<file path="config.mk">
export PLATFORM = sky130hd
export DESIGN_NAME = div_share_ctrl
export DESIGN_NICKNAME = d
export VERILOG_FILES = /design/src/rtl/div_pkg.sv /design/src/rtl/div_nr_core.sv /design/src/rtl/div_share_ctrl.sv
export SDC_FILE = /design/constraint.sdc
export NUM_CORES = 1
export LEC_CHECK = 0
export ABC_AREA = 1
export CORE_MARGIN = 5
export CORE_UTILIZATION = 40
export DETAILED_ROUTE_END_ITERATION = 10
export HOLD_SLACK_MARGIN = 0.06
export PLACE_DENSITY = 0.68
export SYNTH_ARGS = -nofsm -noshare
export SYNTH_HDL_FRONTEND = slang
export SYNTH_HIERARCHICAL = 1
export SYNTH_SLANG_ARGS = --single-unit
</file>
<file path="constraint.sdc">
create_clock -name clk -period 2.6 [get_ports clk]
set_input_delay 0.52 -clock clk [delete_from_list [all_inputs] [get_ports clk]]
set_output_delay 0.52 -clock clk [all_outputs]
set_load 0.005 [all_outputs]
</file>
<file path="src/rtl/div_pkg.sv">
// Shared types and sizing helpers for the time-shared iterative divider.
package div_pkg;

   typedef enum logic [1:0] {
      IDLE = 2'd0,
      ITER = 2'd1,
      FIX  = 2'd2,
      RESP = 2'd3
   } state_t;

   localparam int DEF_WIDTH   = 16;
   localparam int DEF_NUM_REQ = 4;
   localparam int MIN_NUM_REQ = 2;
   localparam int MAX_NUM_REQ = 8;

   function automatic int step_cnt_w(input int width);
      return (width > 1) ? $clog2(width) : 1;
   endfunction

endpackage

</file>
<file path="src/rtl/div_nr_core.sv">
// Non-restoring divide datapath: one quotient bit per step, optional final
// remainder correction. Sequencing is owned by the controller.
module div_nr_core
   import div_pkg::*;
#(
   parameter int WIDTH = DEF_WIDTH
) (
   input  logic             clk,
   input  logic             rst,
   input  logic             load_i,
   input  logic             step_i,
   input  logic             fix_i,
   input  logic [WIDTH-1:0] dividend_i,
   input  logic [WIDTH-1:0] divisor_i,
   output logic [WIDTH-1:0] quotient_o,
   output logic [WIDTH-1:0] remainder_o,
   output logic             sign_o
);

   logic [WIDTH:0]   a_q, a_d;
   logic [WIDTH:0]   m_q, m_d;
   logic [WIDTH:0]   shift_s;
   logic [WIDTH-1:0] q_q, q_d;

   // Shift/add-subtract wraps modulo 2^(WIDTH+1); the post-step value always fits.
   always_comb begin
      shift_s = {a_q[WIDTH-1:0], q_q[WIDTH-1]};
      a_d     = a_q;
      q_d     = q_q;
      m_d     = m_q;
      if (load_i) begin
         a_d = '0;
         q_d = dividend_i;
         m_d = {1'b0, divisor_i};
      end else if (step_i) begin
         if (a_q[WIDTH]) begin
            a_d = shift_s + m_q;
         end else begin
            a_d = shift_s - m_q;
         end
         q_d = {q_q[WIDTH-2:0], ~a_d[WIDTH]};
      end else if (fix_i) begin
         a_d = a_q + m_q;
      end else begin
         a_d = a_q;
      end
   end

   always_ff @(posedge clk or posedge rst) begin
      if (rst) begin
         a_q <= '0;
         q_q <= '0;
         m_q <= '0;
      end else begin
         a_q <= a_d;
         q_q <= q_d;
         m_q <= m_d;
      end
   end

   assign quotient_o  = q_q;
   assign remainder_o = a_q[WIDTH-1:0];
   assign sign_o      = a_q[WIDTH];

endmodule

</file>
<file path="src/rtl/div_share_ctrl.sv">
// Round-robin front end sharing one iterative divider among NUM_REQ clients,
// with a single id-tagged response port.
module div_share_ctrl
   import div_pkg::*;
#(
   parameter int NUM_REQ = DEF_NUM_REQ,
   parameter int WIDTH   = DEF_WIDTH,
   localparam int IDW    = $clog2(NUM_REQ)
) (
   input  logic                     clk,
   input  logic                     rst,
   input  logic [NUM_REQ-1:0]       req_valid,
   output logic [NUM_REQ-1:0]       req_ready,
   input  logic [NUM_REQ*WIDTH-1:0] req_dividend,
   input  logic [NUM_REQ*WIDTH-1:0] req_divisor,
   output logic                     rsp_valid,
   input  logic                     rsp_ready,
   output logic [IDW-1:0]           rsp_id,
   output logic [WIDTH-1:0]         rsp_quotient,
   output logic [WIDTH-1:0]         rsp_remainder,
   output logic                     rsp_div_zero,
   output logic                     busy
);

   localparam int CNT_W = step_cnt_w(WIDTH);

   state_t             state_q;
   logic [CNT_W-1:0]   cnt_q;
   logic [IDW-1:0]     rr_q, rr_d;
   logic [IDW-1:0]     id_q;
   logic               dz_q;
   logic               rsp_valid_q;
   logic [IDW-1:0]     rsp_id_q;
   logic [WIDTH-1:0]   rsp_quot_q;
   logic [WIDTH-1:0]   rsp_rem_q;
   logic               rsp_dz_q;

   logic               found_s;
   logic               accept_s;
   logic [IDW-1:0]     gnt_idx_s;
   logic [NUM_REQ-1:0] grant_s;
   logic [WIDTH-1:0]   sel_dividend_s;
   logic [WIDTH-1:0]   sel_divisor_s;
   logic               div_zero_s;
   logic [WIDTH-1:0]   core_quot_s;
   logic [WIDTH-1:0]   core_rem_s;
   logic               core_sign_s;

   function automatic logic [IDW-1:0] rr_idx(input logic [IDW-1:0] base, input int off);
      int s;
      s = int'(base) + off;
      if (s >= NUM_REQ) begin
         s = s - NUM_REQ;
      end
      return IDW'(s);
   endfunction

   // First valid requester at or after the rr pointer wins; grants only in IDLE.
   always_comb begin
      found_s   = 1'b0;
      gnt_idx_s = '0;
      for (int k = 0; k < NUM_REQ; k++) begin
         if (!found_s && req_valid[rr_idx(rr_q, k)]) begin
            found_s   = 1'b1;
            gnt_idx_s = rr_idx(rr_q, k);
         end else begin
            found_s = found_s;
         end
      end
      accept_s = found_s && (state_q == IDLE) && !rst;
      grant_s  = '0;
      if (accept_s) begin
         grant_s[gnt_idx_s] = 1'b1;
      end else begin
         grant_s = '0;
      end
      rr_d = (gnt_idx_s == IDW'(NUM_REQ - 1)) ? '0 : gnt_idx_s + 1'b1;
   end

   assign sel_dividend_s = req_dividend[gnt_idx_s*WIDTH +: WIDTH];
   assign sel_divisor_s  = req_divisor[gnt_idx_s*WIDTH +: WIDTH];
   assign div_zero_s     = (sel_divisor_s == '0);

   div_nr_core #(
      .WIDTH (WIDTH)
   ) u_core (
      .clk         (clk),
      .rst         (rst),
      .load_i      (accept_s),
      .step_i      (state_q == ITER),
      .fix_i       ((state_q == FIX) && core_sign_s),
      .dividend_i  (sel_dividend_s),
      .divisor_i   (sel_divisor_s),
      .quotient_o  (core_quot_s),
      .remainder_o (core_rem_s),
      .sign_o      (core_sign_s)
   );

   // Response registers load once on the first RESP cycle, then hold until handshake.
   always_ff @(posedge clk or posedge rst) begin
      if (rst) begin
         state_q     <= IDLE;
         cnt_q       <= '0;
         rr_q        <= '0;
         id_q        <= '0;
         dz_q        <= 1'b0;
         rsp_valid_q <= 1'b0;
         rsp_id_q    <= '0;
         rsp_quot_q  <= '0;
         rsp_rem_q   <= '0;
         rsp_dz_q    <= 1'b0;
      end else begin
         case (state_q)
            IDLE: begin
               if (accept_s) begin
                  id_q    <= gnt_idx_s;
                  rr_q    <= rr_d;
                  cnt_q   <= '0;
                  dz_q    <= div_zero_s;
                  state_q <= div_zero_s ? RESP : ITER;
               end
            end
            ITER: begin
               cnt_q <= cnt_q + 1'b1;
               if (cnt_q == CNT_W'(WIDTH - 1)) begin
                  state_q <= FIX;
               end
            end
            FIX: begin
               state_q <= RESP;
            end
            RESP: begin
               if (!rsp_valid_q) begin
                  rsp_valid_q <= 1'b1;
                  rsp_id_q    <= id_q;
                  rsp_quot_q  <= dz_q ? '1 : core_quot_s;
                  rsp_rem_q   <= dz_q ? core_quot_s : core_rem_s;
                  rsp_dz_q    <= dz_q;
               end else if (rsp_ready) begin
                  rsp_valid_q <= 1'b0;
                  state_q     <= IDLE;
               end
            end
            default: begin
               state_q <= IDLE;
            end
         endcase
      end
   end

   assign req_ready     = grant_s;
   assign rsp_valid     = rsp_valid_q;
   assign rsp_id        = rsp_id_q;
   assign rsp_quotient  = rsp_quot_q;
   assign rsp_remainder = rsp_rem_q;
   assign rsp_div_zero  = rsp_dz_q;
   assign busy          = (state_q != IDLE);

endmodule
</file>
Word level (Yosys, flattened, before mapping)

Cells that the tools add are included.

Register bits after elaboration: 96
Latch bits: 0
RAM bits: 0
Bits in read-only memories: 0
Output and inout port bits: 41
Memories kept: 0

Add/subtract/negate cells: 12
Multiply operators: 0
Div/mod/pow operators: 0
Magnitude comparators: 10
Equal/unequal tests: 9
Shift operators: 2
Mux-type cells: 44
Bitwise gates (word level): 2
Reduce and logical (&&, ||, !) cells: 21

Operators by type and width:

| operator                                                             | count |
|---|---|
| 64-bit by 7-bit indexed part select with 16-bit output               | 2 |
| 17-bit 2-to-1 mux                                                    | 6 |
| 16-bit 2-to-1 mux                                                    | 4 |
| 17-bit by 16-bit adder with 17-bit output                            | 2 |
| 2-bit 2-to-1 mux                                                     | 14 |
| 17-bit by 16-bit subtractor with 17-bit output                       | 1 |
| 16-bit logical NOT                                                   | 1 |
| 2-bit by 3-bit < comparator with 1-bit output, second input constant | 5 |
| 1-bit 2-to-1 mux                                                     | 11 |
| 3-bit >= comparator, second input constant                           | 3 |
| 1-bit binary-select mux with 2-bit select                            | 4 |
| 4-bit 2-to-1 mux                                                     | 2 |
| 2-bit inequality test, second input constant                         | 4 |
| 2-bit one-hot mux with 4 select lines                                | 1 |
| 4-bit one-hot mux with 2 select lines                                | 1 |
| 2-bit by 1-bit subtractor with 2-bit output, second input constant   | 4 |
| 1-bit logical AND                                                    | 7 |
| 2-bit by 2-bit adder with 3-bit output, second input constant        | 2 |
| 2-bit equality test, second input constant                           | 3 |
| 2-bit AND reduction                                                  | 3 |
| 2-bit nonzero test                                                   | 3 |
| 4-bit by 1-bit adder with 4-bit output, second input constant        | 1 |
| 4-bit equality test, second input constant                           | 1 |
| 1-bit logical NOT                                                    | 4 |
| other kinds (10)                                                     | 11 |

Depth between registers and ports, before layout

Depth after elaboration: 20
Depth in mapped cells: 23
Depth with buffers taken out: 23

Cells and area by module

The synthesis kept the hierarchy.

By module, submodules not included:

| module         | instances | cells an instance | area each (um^2) |
|---|---|---|---|
| div_nr_core    | 1         | 646               | 4289.1 |
| div_share_ctrl | 1         | 605               | 3746.1 |

Worst setup path before layout

OpenSTA, ideal clock, no wires.

Path kind: input -> register
From: in rst
To: reg u_core.a_q[7]
Setup time: 0.065 ns
Arrival time: 2.816 ns
Required time: 2.535 ns
Setup slack: -0.281 ns
Stages on the path: 11
Path buffers: 2
Cell sequence: inv_1 -> nand3_1 -> inv_1 -> buf_4 -> nor2_4 -> inv_2 -> nor2_8 -> nor2_4 -> buf_4 -> nand3_1 -> nand2_1

Word-level cells in the longest chain between the ends: 3
Elaborated cells on any way between the ends: 4
Classes of those cells: 1 x mux; 3 x reduce/logical

RTL lines:

| element                                                           | RTL line             | text |
|---|---|---|
| start, declared                                                   | div_share_ctrl.sv:11 | `input logic rst,` |
| 1-bit logical NOT (no line) *                                     | --                   |  |
| 1-bit logical AND *                                               | div_share_ctrl.sv:70 | `accept_s = found_s && (state_q == IDLE) && !rst;` |
| named net accept_s                                                | div_share_ctrl.sv:39 | `logic accept_s;` |
| 3-bit nonzero test (no line) or 17-bit 2-to-1 mux (tied branches) | --                   |  |
| end signal, assigned                                              | div_nr_core.sv:51    | `a_q <= '0;` |
| end signal, assigned                                              | div_nr_core.sv:55    | `a_q <= a_d;` |
| end, declared                                                     | div_nr_core.sv:20    | `logic [WIDTH:0] a_q, a_d;` |

The timed path passes the listed nets; every way through them passes the cells marked *.
A chain may end at the register's enable or synchronous reset.

Final worst setup path

From: reg rr_q[0]
To: out req_ready[0]

Word-level cells in the longest chain between the ends: 19
Elaborated cells on any way between the ends: 45
Classes of those cells: 7 x add/sub; 6 x order compare; 23 x mux; 9 x reduce/logical

RTL lines:

| element                                                                                         | RTL line              | text |
|---|---|---|
| start, declared                                                                                 | div_share_ctrl.sv:29  | `logic [IDW-1:0] rr_q, rr_d;` |
| start signal, assigned                                                                          | div_share_ctrl.sv:117 | `rr_q <= rr_d;` |
| parallel branches: the longest is 18 deep, another holds 2-bit by 1-bit adder with 3-bit output | --                    |  |
| 4-bit 2-to-1 mux *                                                                              | div_share_ctrl.sv:72  | `if (accept_s) begin` |
| end, declared                                                                                   | div_share_ctrl.sv:13  | `output logic [NUM_REQ-1:0] req_ready,` |

Every way passes the cells marked *. The select of a mux whose other input is x is not followed.

==> metrics <==
insertion delay of the later-clocked pin in the worst-skew pair 360 ps; cell accounting for the most synthesized area sky130_fd_sc_hd__dfrtp_1; DR vias 9191; Final Hold Slack 487.9 ps; Horiz. Die Dim roughly 150 um; number of cells in the design after placement 1753; buffer depth of the longest clock path 2; number of inserted diodes 0; number of buffer cells added on primary ports 175; initial antenna violation count 0; number of vias per cell after detailed routing 5.103; sinks on the clock net 96; status finished, violations left; Fin Setup TNS -952.1 ps; filler instances 1787; Die Y 151.7 um; post-synthesis net count 1430; placer's final routability congestion estimate 0.9549; Worst-path clk slew 70 ps; number of CTS-inserted buffers 9; Core Footprint a little under 20000 sq um; kind of path behind the tightest hold check flip-flop to flip-flop; number of standard cells in the layout, taps in and fillers out 1801; hold path startpoint rsp_quotient[10]$_DFFE_PP0P_; initial core utilization 41.02%; Max Clock Freq 0.3620 GHz; Post-DP Area 10770 sq um; leading cell type in the layout, fill and taps excluded sky130_fd_sc_hd__nand2_1; element type at the critical path end output port; detailed-router iteration count before antenna repair 5; count of different cell masters after synthesis 47; violated checks negative setup slack; most area-consuming cells after synthesis sky130_fd_sc_hd__dfrtp_1 30%, sky130_fd_sc_hd__nand2_1 18%, sky130_fd_sc_hd__inv_1 7.7%, sky130_fd_sc_hd__a21oi_1 7.5%, sky130_fd_sc_hd__ha_1 6.5%; largest fanout on the critical path 4; area of the die 23020 sq um; Worst Clk Skew slightly above 8 ps; first-pass GRT wire length 42440 um; Synth warnings 6; Yosys reg bits 96; Setup crit start kind flip-flop; count of mapped cells out of synthesis 1251; aggregate global routing overflow 0; synthesis-to-finish area growth 50.59%; largest net degree at the start of global routing 53; vias in the first global route 8482; number of failing setup endpoints in the final timing report 17; type of the setup path with the least slack flip-flop to output port; mapped cell area 8035 sq um; placed wire-length estimate after detailed placement 20910 um; Layout Nets ~1700; DR WL/cell 15.49 um; share of cells above drive strength 1 approximately a fifth; GRT Resource Usage Total 22.90%; number of antenna-violating nets in the routed design 0; number of max-slew violations in the final report 0; Ports around 180; Iteration-0 DRC Markers 747; reg2reg start rr_q[0]$_DFFE_PP0P_; average cell area after synthesis 6.423 sq um; setup ws final -162.7 ps; portion of synthesized cell area occupied by the leading cell type 29.90%; number of standard-cell rows in the floorplan 51; fraction of the yosys area taken by sequential cells 29.90%; top library cells by usage in the layout, fill and taps aside 354 x sky130_fd_sc_hd__nand2_1, 169 x sky130_fd_sc_hd__clkdlybuf4s50_1, 150 x sky130_fd_sc_hd__inv_1, 123 x sky130_fd_sc_hd__buf_4, 106 x sky130_fd_sc_hd__a21oi_1; CTS root buffer sky130_fd_sc_hd__clkbuf_16; final hold violation count 0; unrepaired setup endpoints after global routing true; endpoint arrival time on the critical path 2240 ps; routed wire length 27910 um; Tcrit/Tclk final 106.3%; worst setup path startpoint rr_q[0]$_DFFE_PP0P_; DR DRC count 0; required time of the worst setup path 2080 ps; Post-CTS Hold Fix Bufs 0; number of max-capacitance violations reported 0; Period minus WS final 2763 ps; final design instance area without fill 12100 sq um; clock tree from TritonCTS yes; worst-margin pin slew between 600 and 700 ps; Slew headroom 58.74%; H-tree depth 3
==> routing by layer <==
layer | wire [um] | GRT usage [%] | vias up
met5 | 0 | 0 | -
met4 | 689 | 6.244 | 0
li1 | - | - | 4606
met2 | 13160 | 36.56 | 329
met3 | 1872 | 3.896 | 50
met1 | 12190 | 32.16 | 4206
==> kinds of logic after synthesis <==
kind of cell    after synthesis  share of synthesized area, %
fa+ha+maj                    44                         7.038
compound gates              225                         15.71
flops                        96                         29.90
simple gates                641                         34.13
xor+xnor                     16                         1.744
buf+inv                     229                         11.48
==> registers in the layout, indices dropped and copies added, names as in the netlist, 2 cells and up <==
signal,flops
state_q,2
rr_q,2
cnt_q,4
u_core/a_q,17
rsp_id,2
rsp_quotient,16
rsp_remainder,16
id_q,2
u_core/m_q,16
u_core/quotient_o,16
==> synth_stat cells (all sizes together) <==
library cell    n
nand2         395
inv           175
a21oi         125
nor2          106
nand3          99
dfrtp          96
o21ai          60
ha             42
clkbuf         29
nand4          29
buf            23
a32oi          16
xor2           15
o21bai          6
o22ai           5
a21boi          4
nor3            4
a31oi           3
and2            2
and3            2
clkinv          2
fa              2
o211ai          2
or2             2
a21o            1
a32o            1
nand3b          1
nor4            1
o31ai           1
o32ai           1
xnor2           1
==> worst max-delay path: stages, from the launching register on <==
cell and delay [ps]:
sky130_fd_sc_hd__dfrtp_2 450, sky130_fd_sc_hd__buf_12 130, sky130_fd_sc_hd__buf_4 100, sky130_fd_sc_hd__nand2_2 70, sky130_fd_sc_hd__nand3_2 120, sky130_fd_sc_hd__nand2_4 70, sky130_fd_sc_hd__nor2_4 200, sky130_fd_sc_hd__nand2_2 90
sky130_fd_sc_hd__nand3_2 100, sky130_fd_sc_hd__nand2_4 70, sky130_fd_sc_hd__buf_6 130, sky130_fd_sc_hd__ha_4 150, sky130_fd_sc_hd__inv_2 40, sky130_fd_sc_hd__nor2_2 20, sky130_fd_sc_hd__buf_2 130
==> cell type report <==
class	count	area [sq um]	area share [%]
clock inverter	6	61.31	0.5067
inverter	177	686.9	5.677
clock buffer	10	239.0	1.975
sequential	96	2404	19.86
tap	265	331.6	2.740
multi-input combinational	926	5363	44.32
timing repair buffer	321	3015	24.92
==> stage by stage <==
stage	util, %	setup WS [ps]
global route	61.77	-261.4
floorplan	-	37.14
finish	61.77	-162.7
CTS	58.13	-110.5
global placement	54.97	-517.9
detailed placement	54.97	-567.0
==> path summary, 6_finish.rpt <==
kind | endpoint | slack, ps | cells after the start
setup / recovery | req_ready[0] | -160 | 14
hold / removal | rsp_quotient[10]$_DFFE_PP0P_ | 490 | 2
setup reg to reg | u_core/a_q[2]$_DFFE_PP0P_ | -70 | 18
hold reg to reg | rsp_quotient[10]$_DFFE_PP0P_ | 490 | 2
max in group asynchronous | rsp_quotient[7]$_DFFE_PP0P_ | 1220 | 3
min in group asynchronous | u_core/quotient_o[10]$_DFFE_PP0P_ | 700 | 2
==> repair_timing <==
action	4_1_cts	5_1_grt
hold endpoints to repair	0	0
setup buffers	11	20
pin swaps	26	55
cloned	0	3
resized for setup	80	117
setup endpoints to repair	17	59
Power is not shown: default switching activity piles up to over one toggle a cycle in this logic, so the estimate is an artifact.
